===== src/rtl/rf_read_arbiter.sv =====
// Four-way arbiter for a single 64-bit register-file read port.
// Round-robin with bounded bursts; data and steering select are registered.
module rf_read_arbiter #(
  parameter int NREQ      = 4,
  parameter int AW        = 5,
  parameter int DW        = 64,
  parameter int MAX_BURST = 4
) (
  input  logic                    clk,
  input  logic                    reset,
  input  logic [NREQ-1:0]         req,
  input  logic [NREQ-1:0][AW-1:0] addr,
  output logic [NREQ-1:0]         gnt,
  output logic [AW-1:0]           rf_rd_addr,
  input  logic [DW-1:0]           rf_rd_data,
  output logic [DW-1:0]           rdata,
  output logic [NREQ-1:0]         rvalid,
  output logic [1:0]              sel
);

  localparam logic [3:0] CLIM = 4'(MAX_BURST - 1);

  logic [1:0] ptr;
  logic [1:0] owner;
  logic       own_v;
  logic [3:0] cnt;

  logic       own_req;
  logic       cont;
  logic       rot;
  logic       sole;
  logic       win_v;
  logic [1:0] rwin;
  logic [1:0] win;
  logic [1:0] idx;

  always_comb begin
    own_req = own_v & req[owner];
    cont    = own_req & (cnt < CLIM);
    rot     = 1'b0;
    rwin    = '0;
    idx     = '0;
    // An exhausted owner is skipped so others get a turn.
    for (int i = 0; i < 4; i++) begin
      idx = ptr + 2'(i);
      if (!rot && req[idx] && !(own_req && idx == owner)) begin
        rot  = 1'b1;
        rwin = idx;
      end
    end
    rot   = rot & ~cont;
    sole  = ~cont & ~rot & own_req;
    win_v = reset & (cont | rot | sole);
    unique case (1'b1)
      cont:    win = owner;
      rot:     win = rwin;
      sole:    win = owner;
      default: win = owner;
    endcase
    gnt = '0;
    if (win_v) gnt[win] = 1'b1;
    rf_rd_addr = win_v ? addr[win] : '0;
  end

  always_ff @(posedge clk) begin
    if (!reset) begin
      ptr    <= '0;
      owner  <= '0;
      own_v  <= 1'b0;
      cnt    <= '0;
      rdata  <= '0;
      rvalid <= '0;
      sel    <= '0;
    end else begin
      unique case (1'b1)
        cont: cnt <= cnt + 4'd1;
        rot: begin
          owner <= rwin;
          own_v <= 1'b1;
          cnt   <= '0;
          ptr   <= rwin + 2'd1;
        end
        sole: cnt <= '0;
        default: begin
          own_v <= 1'b0;
          cnt   <= '0;
        end
      endcase
      rvalid <= gnt;
      if (win_v) begin
        rdata <= rf_rd_data;
        sel   <= win;
      end
    end
  end

endmodule


===== config.mk =====
export PLATFORM = sky130hd
export DESIGN_NAME = rf_read_arbiter
export DESIGN_NICKNAME = d
export VERILOG_FILES = /design/src/rtl/rf_read_arbiter.sv
export SDC_FILE = /design/constraint.sdc
export NUM_CORES = 1
export LEC_CHECK = 0
export CAP_MARGIN = 40
export CORE_MARGIN = 1.5
export CORE_UTILIZATION = 44
export CTS_CLUSTER_SIZE = 8
export DETAILED_ROUTE_END_ITERATION = 8
export MAX_ROUTING_LAYER = met4
export PLACE_DENSITY_LB_ADDON = 0.1
export RECOVER_POWER = 50
export SLEW_MARGIN = 40
export SYNTH_ARGS = -nofsm -noshare
export SYNTH_HDL_FRONTEND = slang
export SYNTH_SLANG_ARGS = --single-unit

===== constraint.sdc =====
create_clock -name clk -period 4.8 [get_ports clk]
set_input_delay 0.96 -clock clk [delete_from_list [all_inputs] [get_ports clk]]
set_output_delay 0.96 -clock clk [all_outputs]
set_load 0.01 [all_outputs]

==> results.toml <==
[detailed_routing]
routed_wl_um = 9700
remaining_drc_errors = 0
vias_per_cell = 4.92
drt_first_pass_iters = 4
dr_total_vias = 3296
wire_per_inst_um = 14.5
ant_nets = 0
first_iter_violations = 128

[status]
status = "finished, final reports clean"

[timing]
setup_tns_ns = 0
relSlewSlack = 0.543
fin_crit_ns = 4.77
min_period_over_period = 0.993
drv_slew = 0
max_freq_mhz = 210
tightest_slew_ns = 0.685
skew_ns = 0.00865
finalHoldViolCount = 0
layout_setup_ws_ns = 0.0346
rsz0062_at_grt = "yes"
setup_viol = 0

[setup_path]
crit_fanout = 8
path_buf_inv = 2
cpPeakStageDelay_ns = 0.51
required_ns = 3.84
crit_chain = "clkdlybuf4s50_1, mux2i_1, o22a_2, o2bb2ai_4, or3b_4, o32ai_4, a21o_4, mux2i_1, o22ai_1, clkdlybuf4s50_1"
arrival_ns = 3.81
worst_setup_path_end_kind = "output port"
cp_top_family = "compound AO/OA/AOI/OAI gates"
cp_slowest_cell = "clkdlybuf4s50_1"
crit_type = "in2out"
start_kind = "primary input"

[finish]
final_common_cell = "nand2_1"
num_antenna_cells = 0
fill_cells = 611
syn_to_final_growth_pct = 59.7
nNetsFinal = 654
drive_above_1_share = 0.0915
instances_no_fill = 670
fin_util = 0.719
final_cell_mix = "nand2_1, clkdlybuf4s50_1, dfxtp_1"

[placed_design]
hpwl_um = 6420
gp_congestion = 0.848
pre_cts_ws_ns = -0.0931
dp_cells = 646
numPortBuffers = 168

[synthesis]
synth_edf_count = 0
yosysSeqAreaShare = 0.457
async_reset_ff_frac = 0
synthCells = 395
yosys_warnings = 0
ys_seq_elements = 79
synth.distinct_cells = 46
syn_area_um2 = 3460
synth-main-ff-cell = "dfxtp_1"
syn_avg_cell_area_um2 = 8.76

[clocking]
cts_made_buffers = 9
clock_path_buffers = 2
cts_sinks = 79
clock_latency_ns = 0.35
hold_buffers = 0
clkSlewWorstSetupHoldPaths_ns = 0.08
ctsRootBufferMaster = "clkbuf_8"
cts_tree = "yes"
cts_max_level = 3

[power]
peakVddDrop_v = 0.000230
p_leak_uw = 0.00237
powerDensity_nw_per_um2 = 496
total_power_uw = 2740

[job]
maxCapViolCount = 0

[floorplanning]
num_rows = 32
core_area_um2 = 7690
dieHeight_um = 91.7
ios = 169
start_util = 0.450
die_area_um2 = 8400
die_x_um = 91.7

[grt]
grt-ovfl-total = 0
grt_pass1_wl_um = 14900
antenna_found_initial = 0
grt_max_degree = 74
track_usage = 0.232
grt_pass1_vias = 3168

[worst_hold_path]
hold_path_class = "reg2reg"
-- cell usage after synthesis, types with 3 or more instances --
master / number / share of area
nand2_1: 137 / 0.15
dfxtp_1: 79 / 0.46
a21boi_0: 57 / 0.12
mux2i_1: 18 / 0.052
clkbuf_1: 15 / 0.016
nor2_1: 10 / 0.011
a21boi_1: 9 / 0.020
buf_2: 9 / 0.013
nor2b_1: 6 / 0.011
o22ai_1: 5 / 0.0090
and2_1: 4 / 0.0072
inv_1: 3 / 0.0033
mux2_2: 3 / 0.0098
nand2b_1: 3 / 0.0054
o21a_1: 3 / 0.0065
-- cells by family after synthesis --
logic type      share of synthesized area
compound gates                      0.214
fa+ha+maj                         0.00362
xor+xnor                          0.00724
other cells                       0.00108
mux                                0.0618
simple gates                        0.209
flops                               0.457
buf+inv                            0.0459
-- what timing repair did --
action	4_1_cts	5_1_grt
cloned	0	2
buffers inserted	0	6
pin swaps	0	4
setup endpoints to repair	7	7
resized for setup	2	7
-- routing by layer --
layer | up-vias | wire [um] | track usage | part of all wire
met5 | - | 0 | - | 0
met4 | 0 | 170 | 0.0938 | 0.018
met3 | 13 | 712 | 0.0813 | 0.073
met2 | 129 | 4640 | 0.371 | 0.48
met1 | 1499 | 4180 | 0.267 | 0.43
li1 | 1655 | - | - | -
-- state kept, by name, summed over array words and instances, names as in the netlist --
signal  count
rvalid      4
sel         2
own_v       1
owner       2
cnt         4
rdata      64
ptr         2
-- final timing paths --
kind,startpoint,endpoint,slack [ns],cells after the start
max,req[3],rf_rd_addr[3],0.03,10
max reg2reg,owner[0],rdata[1],1.96,9
min,cnt[0],cnt[0],0.42,1
min reg2reg,cnt[0],cnt[0],0.42,1
-- power by group --
| group | total (uW) | internal [uW] | switching (uW) | leakage [uW] |
|---|---|---|---|---|
| Combinational | 1350 | 685 | 668 | 0.00162 |
| Sequential | 853 | 771 | 81.9 | 0.000657 |
| Clock | 537 | 293 | 244 | 0.0000958 |
| Total | 2740 | 1750 | 994 | 0.00237 |
-- through the flow --
stage               cell area, um2  hold WS (ns)
floorplan                     3460         0.396
global route                  5530         0.452
finish                        5530         0.424
global placement              5200         0.406
CTS                           5420         0.432
detailed placement            5200         0.414
-- final cells by class --
cell class | count | area, um2 | share of cell area
tap | 102 | 128 | 0.0231
timing repair buffer | 182 | 1800 | 0.326
clock inverter | 5 | 82.6 | 0.0149
inverter | 3 | 11.3 | 0.00204
sequential | 79 | 1580 | 0.286
multi-input combinational | 288 | 1790 | 0.324
clock buffer | 11 | 131 | 0.0238
Note: power is estimated with default switching activity, not from simulation.
